===== config.mk =====
export PLATFORM = sky130hd
export DESIGN_NAME = alu_exec_sequencer
export DESIGN_NICKNAME = d
export VERILOG_FILES = /design/src/rtl/alu_exec_sequencer_pkg.sv /design/src/rtl/alu_exec_sequencer.sv
export SDC_FILE = /design/constraint.sdc
export NUM_CORES = 1
export LEC_CHECK = 0
export ABC_AREA = 1
export BUFFER_PORTS_ARGS = -buffer_cell sky130_fd_sc_hd__buf_2
export CORE_ASPECT_RATIO = 1.25
export CORE_MARGIN = 1.5
export CORE_UTILIZATION = 48
export DETAILED_ROUTE_END_ITERATION = 16
export GPL_TIMING_DRIVEN = 0
export PLACE_DENSITY = 0.79
export SLEW_MARGIN = 20
export SYNTH_ARGS = -nofsm -noshare
export SYNTH_HDL_FRONTEND = slang
export SYNTH_SLANG_ARGS = --single-unit

===== constraint.sdc =====
create_clock -name clk -period 1.55 [get_ports clk]
set_input_delay 0 -clock clk [delete_from_list [all_inputs] [get_ports clk]]
set_output_delay 0 -clock clk [all_outputs]
set_load 0.005 [all_outputs]

===== src/rtl/alu_exec_sequencer_pkg.sv =====
// Shared definitions for the execute sequencer: widths, instruction field
// layout, ALU op codes and FSM state encoding.
package alu_exec_sequencer_pkg;

    // Datapath widths
    localparam int unsigned DATA_W  = 8;
    localparam int unsigned RADDR_W = 3;
    localparam int unsigned INSTR_W = 16;
    localparam int unsigned OP_W    = 3;
    localparam int unsigned ST_W    = 3;
    localparam int unsigned IMM_W   = 8;

    // Instruction field offsets: [15:13] op, [12] is_imm, [11:9] rd,
    // [8] reserved, [7:0] imm8 with rs overlaid on [2:0]
    localparam int unsigned OP_MSB   = 15;
    localparam int unsigned IMM_BIT  = 12;
    localparam int unsigned RD_MSB   = 11;
    localparam int unsigned RSVD_BIT = 8;
    localparam int unsigned IMM_MSB  = 7;
    localparam int unsigned RS_MSB   = 2;

    // ALU op codes
    localparam logic [OP_W-1:0] OP_ADD = 3'b000;
    localparam logic [OP_W-1:0] OP_SUB = 3'b001;
    localparam logic [OP_W-1:0] OP_AND = 3'b010;
    localparam logic [OP_W-1:0] OP_OR  = 3'b011;
    localparam logic [OP_W-1:0] OP_XOR = 3'b100;
    localparam logic [OP_W-1:0] OP_CMP = 3'b101;
    localparam logic [OP_W-1:0] OP_MOV = 3'b110;
    localparam logic [OP_W-1:0] OP_NOP = 3'b111;

    // FSM state encoding
    localparam logic [ST_W-1:0] ST_IDLE = 3'd0;
    localparam logic [ST_W-1:0] ST_READ = 3'd1;
    localparam logic [ST_W-1:0] ST_EXEC = 3'd2;
    localparam logic [ST_W-1:0] ST_CAPT = 3'd3;
    localparam logic [ST_W-1:0] ST_WB   = 3'd4;

    // MOV and NOP never use the ALU and go straight from READ to WB
    function automatic logic op_bypasses_alu(input logic [OP_W-1:0] op);
        return (op == OP_MOV) || (op == OP_NOP);
    endfunction

    // Only the arithmetic/logic ops write their ALU result back
    function automatic logic op_writes_result(input logic [OP_W-1:0] op);
        return (op == OP_ADD) || (op == OP_SUB) || (op == OP_AND) ||
               (op == OP_OR)  || (op == OP_XOR);
    endfunction

endpackage


===== src/rtl/alu_exec_sequencer.sv =====
// Multi-cycle execute controller for the 8-bit core. Owns the shared ALU:
// accepts one instruction per valid/ready handshake, reads operands from the
// register file, strobes the ALU, captures result/flags and writes back.
//
// Ports:
//   clk, rst                  clock, synchronous active-high reset
//   instr_valid/instr/ready   upstream instruction handshake
//   rf_raddr_a/b, rf_rdata_a/b  register file read (rd / rs), combinational data
//   rf_we/rf_waddr/rf_wdata   register file write-back, one-cycle pulse
//   alu_in1/in2/select/active ALU operands (B / A), op code and strobe
//   alu_out/alu_c/alu_z       ALU result and flags
//   flag_c/flag_z             architectural flags, updated only by CMP
//   busy/done                 not idle / retire pulse
module alu_exec_sequencer
    import alu_exec_sequencer_pkg::*;
(
    input  logic               clk,
    input  logic               rst,
    input  logic               instr_valid,
    input  logic [INSTR_W-1:0] instr,
    output logic               instr_ready,
    output logic [RADDR_W-1:0] rf_raddr_a,
    output logic [RADDR_W-1:0] rf_raddr_b,
    input  logic [DATA_W-1:0]  rf_rdata_a,
    input  logic [DATA_W-1:0]  rf_rdata_b,
    output logic               rf_we,
    output logic [RADDR_W-1:0] rf_waddr,
    output logic [DATA_W-1:0]  rf_wdata,
    output logic [DATA_W-1:0]  alu_in1,
    output logic [DATA_W-1:0]  alu_in2,
    output logic [OP_W-1:0]    alu_select,
    output logic               alu_active,
    input  logic [DATA_W-1:0]  alu_out,
    input  logic               alu_c,
    input  logic               alu_z,
    output logic               flag_c,
    output logic               flag_z,
    output logic               busy,
    output logic               done
);

    logic [ST_W-1:0]    state_q,      state_d;
    logic [OP_W-1:0]    op_q,         op_d;
    logic               is_imm_q,     is_imm_d;
    logic [IMM_W-1:0]   imm_q,        imm_d;
    logic [RADDR_W-1:0] raddr_a_q,    raddr_a_d;
    logic [RADDR_W-1:0] raddr_b_q,    raddr_b_d;
    logic               rf_we_q,      rf_we_d;
    logic [RADDR_W-1:0] rf_waddr_q,   rf_waddr_d;
    logic [DATA_W-1:0]  rf_wdata_q,   rf_wdata_d;
    logic [DATA_W-1:0]  alu_in1_q,    alu_in1_d;
    logic [DATA_W-1:0]  alu_in2_q,    alu_in2_d;
    logic [OP_W-1:0]    alu_sel_q,    alu_sel_d;
    logic               alu_active_q, alu_active_d;
    logic               cap_c_q,      cap_c_d;
    logic               cap_z_q,      cap_z_d;
    logic               flag_c_q,     flag_c_d;
    logic               flag_z_q,     flag_z_d;
    logic               ready_q,      ready_d;
    logic               busy_q,       busy_d;
    logic               done_q,       done_d;

    logic [DATA_W-1:0]  operand_b_c;
    logic               rsvd_unused;

    // Reserved instruction bit is intentionally ignored
    assign rsvd_unused = instr[RSVD_BIT];

    // Second operand: immediate or rs register value
    assign operand_b_c = is_imm_q ? DATA_W'(imm_q) : rf_rdata_b;

    // Next-state and registered-output logic
    always_comb begin
        state_d      = state_q;
        op_d         = op_q;
        is_imm_d     = is_imm_q;
        imm_d        = imm_q;
        raddr_a_d    = raddr_a_q;
        raddr_b_d    = raddr_b_q;
        rf_we_d      = 1'b0;
        rf_waddr_d   = rf_waddr_q;
        rf_wdata_d   = rf_wdata_q;
        alu_in1_d    = alu_in1_q;
        alu_in2_d    = alu_in2_q;
        alu_sel_d    = alu_sel_q;
        alu_active_d = 1'b0;
        cap_c_d      = cap_c_q;
        cap_z_d      = cap_z_q;
        flag_c_d     = flag_c_q;
        flag_z_d     = flag_z_q;
        done_d       = 1'b0;

        case (state_q)
            ST_IDLE: begin
                // Read addresses are set on accept so the RF is addressed during READ
                if (instr_valid) begin
                    op_d       = instr[OP_MSB -: OP_W];
                    is_imm_d   = instr[IMM_BIT];
                    imm_d      = instr[IMM_MSB -: IMM_W];
                    raddr_a_d  = instr[RD_MSB -: RADDR_W];
                    raddr_b_d  = instr[RS_MSB -: RADDR_W];
                    rf_waddr_d = instr[RD_MSB -: RADDR_W];
                    state_d    = ST_READ;
                end
            end
            ST_READ: begin
                alu_in2_d = rf_rdata_a;
                alu_in1_d = operand_b_c;
                alu_sel_d = op_q;
                if (op_bypasses_alu(op_q)) begin
                    // WB outputs are registered here so they appear in the WB cycle
                    if (op_q == OP_MOV) begin
                        rf_we_d    = 1'b1;
                        rf_wdata_d = operand_b_c;
                    end
                    done_d  = 1'b1;
                    state_d = ST_WB;
                end else begin
                    alu_active_d = 1'b1;
                    state_d      = ST_EXEC;
                end
            end
            ST_EXEC: begin
                state_d = ST_CAPT;
            end
            ST_CAPT: begin
                // Result is captured straight into the write-data register
                if (op_q == OP_CMP) begin
                    cap_c_d = alu_c;
                    cap_z_d = alu_z;
                end else if (op_writes_result(op_q)) begin
                    rf_we_d    = 1'b1;
                    rf_wdata_d = alu_out;
                end
                done_d  = 1'b1;
                state_d = ST_WB;
            end
            ST_WB: begin
                if (op_q == OP_CMP) begin
                    flag_c_d = cap_c_q;
                    flag_z_d = cap_z_q;
                end
                state_d = ST_IDLE;
            end
            default: begin
                state_d = ST_IDLE;
            end
        endcase

        ready_d = (state_d == ST_IDLE);
        busy_d  = ~ready_d;
    end

    // State register with synchronous reset
    always_ff @(posedge clk) begin
        if (rst) begin
            state_q      <= ST_IDLE;
            op_q         <= OP_ADD;
            is_imm_q     <= 1'b0;
            imm_q        <= '0;
            raddr_a_q    <= '0;
            raddr_b_q    <= '0;
            rf_we_q      <= 1'b0;
            rf_waddr_q   <= '0;
            rf_wdata_q   <= '0;
            alu_in1_q    <= '0;
            alu_in2_q    <= '0;
            alu_sel_q    <= '0;
            alu_active_q <= 1'b0;
            cap_c_q      <= 1'b0;
            cap_z_q      <= 1'b0;
            flag_c_q     <= 1'b0;
            flag_z_q     <= 1'b0;
            ready_q      <= 1'b1;
            busy_q       <= 1'b0;
            done_q       <= 1'b0;
        end else begin
            state_q      <= state_d;
            op_q         <= op_d;
            is_imm_q     <= is_imm_d;
            imm_q        <= imm_d;
            raddr_a_q    <= raddr_a_d;
            raddr_b_q    <= raddr_b_d;
            rf_we_q      <= rf_we_d;
            rf_waddr_q   <= rf_waddr_d;
            rf_wdata_q   <= rf_wdata_d;
            alu_in1_q    <= alu_in1_d;
            alu_in2_q    <= alu_in2_d;
            alu_sel_q    <= alu_sel_d;
            alu_active_q <= alu_active_d;
            cap_c_q      <= cap_c_d;
            cap_z_q      <= cap_z_d;
            flag_c_q     <= flag_c_d;
            flag_z_q     <= flag_z_d;
            ready_q      <= ready_d;
            busy_q       <= busy_d;
            done_q       <= done_d;
        end
    end

    assign instr_ready = ready_q;
    assign rf_raddr_a  = raddr_a_q;
    assign rf_raddr_b  = raddr_b_q;
    assign rf_we       = rf_we_q;
    assign rf_waddr    = rf_waddr_q;
    assign rf_wdata    = rf_wdata_q;
    assign alu_in1     = alu_in1_q;
    assign alu_in2     = alu_in2_q;
    assign alu_select  = alu_sel_q;
    assign alu_active  = alu_active_q;
    assign flag_c      = flag_c_q;
    assign flag_z      = flag_z_q;
    assign busy        = busy_q;
    assign done        = done_q;

endmodule

==> impl_metrics.csv <==
group,metric,value,unit
outcome,status,"finished, final reports clean",
synthesis,synth_area_leaders,"dfxtp_1 49%, nand2_1 14%, nor2_1 13%",
sta,setup_viol_count_final,0,
floorplan,die_area,0.00505,mm2
worst_setup_path,critPathKind,"reg2reg",
worst_setup_path,r2r_cells,6,
global_routing,antenna_violations_before_repair,0,
power,internal_power,2310,uW
sta,fin_crit_sh,88.7,%
clock_tree,cts_max_level,2,
floorplan,fp.dieH,79.1,um
run,max_cap_viol_count,0,
placed_design,dp.final_hpwl,4040,um
worst_setup_path,critPathLaunchType,"flop",
worst_setup_path,crit_path_max_fanout,9,
sta,slew-limit-headroom,68.3,%
drt,detailedRoute.firstPassIterationCount,4,
drt,detailedRoute.firstIterationViolations,133,
synthesis,number_of_storage_elements_in_the_synthesis_netlist,54,
synthesis,synth-seq-area-share,48.6,%
worst_setup_path,cp_data_required_time,1800,ps
sta,finalWorstPathRequiredPeriod,1380,ps
finish,layout_nets,481,
sta,worstMarginPinSlew,476,ps
hold_path,hold_path_class,"in2reg",
clock_tree,tritoncts,"done",
clock_tree,post_cts.repair.setup_buffers,0,
floorplan,row_count,27,
synthesis,synthCells,320,
drt,via_count,2397,
floorplan,chipWidth,63.9,um
synthesis,ys_top_cells_by_count,"84 x nand2_1, 75 x nor2_1, 54 x dfxtp_1",
power,power.static_leakage,0.00159,uW
finish,p_r_area_growth_vs_syn,38.5,%
power,share_clk_of_total_power,29.3,%
global_routing,grt_start_max_net_pins,17,
synthesis,synth.net_count,365,
clock_tree,clk_path_buf_depth,2,
finish,layout-drive-gt1-share,26.5,%
finish,fillers,401,
clock_tree,worst_skew_pair_latency,310,ps
drt,drcViolationCount,0,
sta,setup_repair_after_global_routing_missed_its_margin,"no",
global_routing,vias_in_the_first_global_route,2169,
drt,viasPerCell,4.84,
drt,postRouteAntennaNets,0,
power,combinationalPowerShare,21.0,%
synthesis,asyncSetResetFlopFracSynth,0,%
synthesis,yosys_warnings,0,
sta,fin_worst_skew,10.7,ps
global_routing,grt_first_pass_wirelength,9430,um
clock_tree,cts_resized,0,
synthesis,syn-mean-instance-area,6.94,um2
synthesis,synthMostInstantiatedCell,"nand2_1",
synthesis,synth_top_cell_by_area,"dfxtp_1",
power,power.density,1040,mW/mm2
floorplan,floorplan.core_area,0.00443,mm2
sta,max_freq,727,MHz
finish,fin_cells,495,
placed_design,port-buffer-count,85,
worst_setup_path,cp_data_arrival_time,1630,ps
floorplan,floorplan.initialDensity,50.2,%
floorplan,ioPinCount,88,
finish,finalInstanceArea,0.00308,mm2
worst_setup_path,crit_path_end_kind,"flop",
drt,post_drt_wl_per_cell,11.9,um
drt,routed_wirelength,5910,um
sta,setup_total_negative_slack,0,ps
synthesis,post_synth_instance_area,0.00222,mm2
sta,final-hold-violation-count,0,
power,power_frac_seq,49.8,%
clock_tree,root_buffer,"clkbuf_8",
synthesis,ys_types,20,
placed_design,placed_cells_incl_taps,463,
synthesis,synth_enable_flop_cells,0,
placed_design,place_congestion,0.830,
hold_path,min_path_cells,5,
placed_design,placement.cell_area,0.00272,mm2
power,vdd.ir_drop.worst,0.000590,V
synthesis,yosysTopAreaCellShare,48.6,%
synthesis,ys_dominant_reg_cell,"dfxtp_1",
finish,antenna_cells,0,
global_routing,track_usage,24.1,%
power,power.switching,900,uW
clock_tree,clk_pin_slew_worst_paths,100,ps
sta,final-max-slew-violation-count,0,
power,sw_frac_of_total,28.1,%
clock_tree,cts_inserted_buffers,5,
clock_tree,cts.sinks,54,
global_routing,grt.overflow.total,0,
-- logic make-up after synthesis --
group	Yosys count	synth area share, %
AO/OA/AOI/OAI	48	11.0
flip-flops	54	48.6
AND/OR/NAND/NOR	177	31.6
buffers and inverters	41	8.78
-- sequential cells by signal, summed over array words and instances (netlist names) --
signal	count
alu_in1	8
alu_in2	8
imm_q	8
rf_wdata	8
alu_select	3
op_q	3
rf_waddr	3
state_q	3
alu_active	1
busy	1
cap_c_q	1
cap_z_q	1
done	1
flag_c	1
flag_z	1
instr_ready	1
is_imm_q	1
rf_we	1
-- repair_timing --
| action | CTS | global route |
|---|---|---|
| hold buffers | 25 | 0 |
| hold endpoints to repair | 25 | 0 |
| setup endpoints to repair | 0 | 1 |
-- critical path: stages, from the launching register on --
cell and delay [ps]:
dfxtp_1 460, inv_2 100, nand3_2 160, nor2_1 80
nor2_2 330, nor2_1 70, nor2_1 120
-- per-stage QoR --
step	total power, uW	setup WS [ps]	hold slack [ps]	utilization, %
2_1_floorplan	2000	424	135	-
6_report	3210	175	12.1	69.5
3_5_place_dp	2240	196	241	61.5
3_3_place_gp	2230	208	234	61.5
5_1_grt	3390	36.4	23.1	69.5
4_1_cts	3210	171	5.20	69.6
-- per-layer routing --
layer / global-route usage (%) / wire length, um / vias to the layer above
li1: - / - / 1223
met1: 28.0 / 2480 / 1073
met2: 42.6 / 2920 / 88
met3: 4.96 / 368 / 13
met4: 10.0 / 134 / 0
met5: 0 / 0 / -
-- cell usage in the layout, fill, tap and decap left out, types with 4 or more instances in the layout --
cell           instances
nand3_1               13
buf_4                  6
nor2_1                75
clkbuf_8               5
a21oi_1               16
dfxtp_1               54
buf_2                 94
o21ai_1                6
clkbuf_1               4
o21ai_0               24
inv_1                 17
nand2_1               84
dlygate4sd3_1         25
-- power groups by stage --
stage	Sequential (uW)	Combinational (uW)	Clock (uW)
finish	1600	673	939
global route	1610	760	1020
CTS	1590	671	950
detailed placement	1620	620	0
global placement	1620	609	0
floorplan	1620	376	0
-- worst paths after layout --
path / start / to / slack [ps]
hold reg to reg: alu_in1[3]$_SDFFE_PP0N_ / alu_in1[3]$_SDFFE_PP0N_ / 470
setup reg to reg: state_q[2]$_SDFF_PP0_ / rf_wdata[5]$_SDFFE_PP0P_ / 170
setup / recovery: state_q[2]$_SDFF_PP0_ / rf_wdata[5]$_SDFFE_PP0P_ / 170
hold / removal: alu_out[6] / rf_wdata[6]$_SDFFE_PP0P_ / 10
-- area by class of cell --
type                    count  area, um2  area share (%)
plain buffers              19        113            3.66
multi-input cells         225        946            30.7
clock buffers               6       72.6            2.36
well taps                  58       72.6            2.36
inverters                  21       78.8            2.56
repair buffers            110        676            22.0
flip-flops and latches     54       1080            35.1
clock inverters             2       37.5            1.22
No activity file was read; power rests on OpenSTA's default activity.
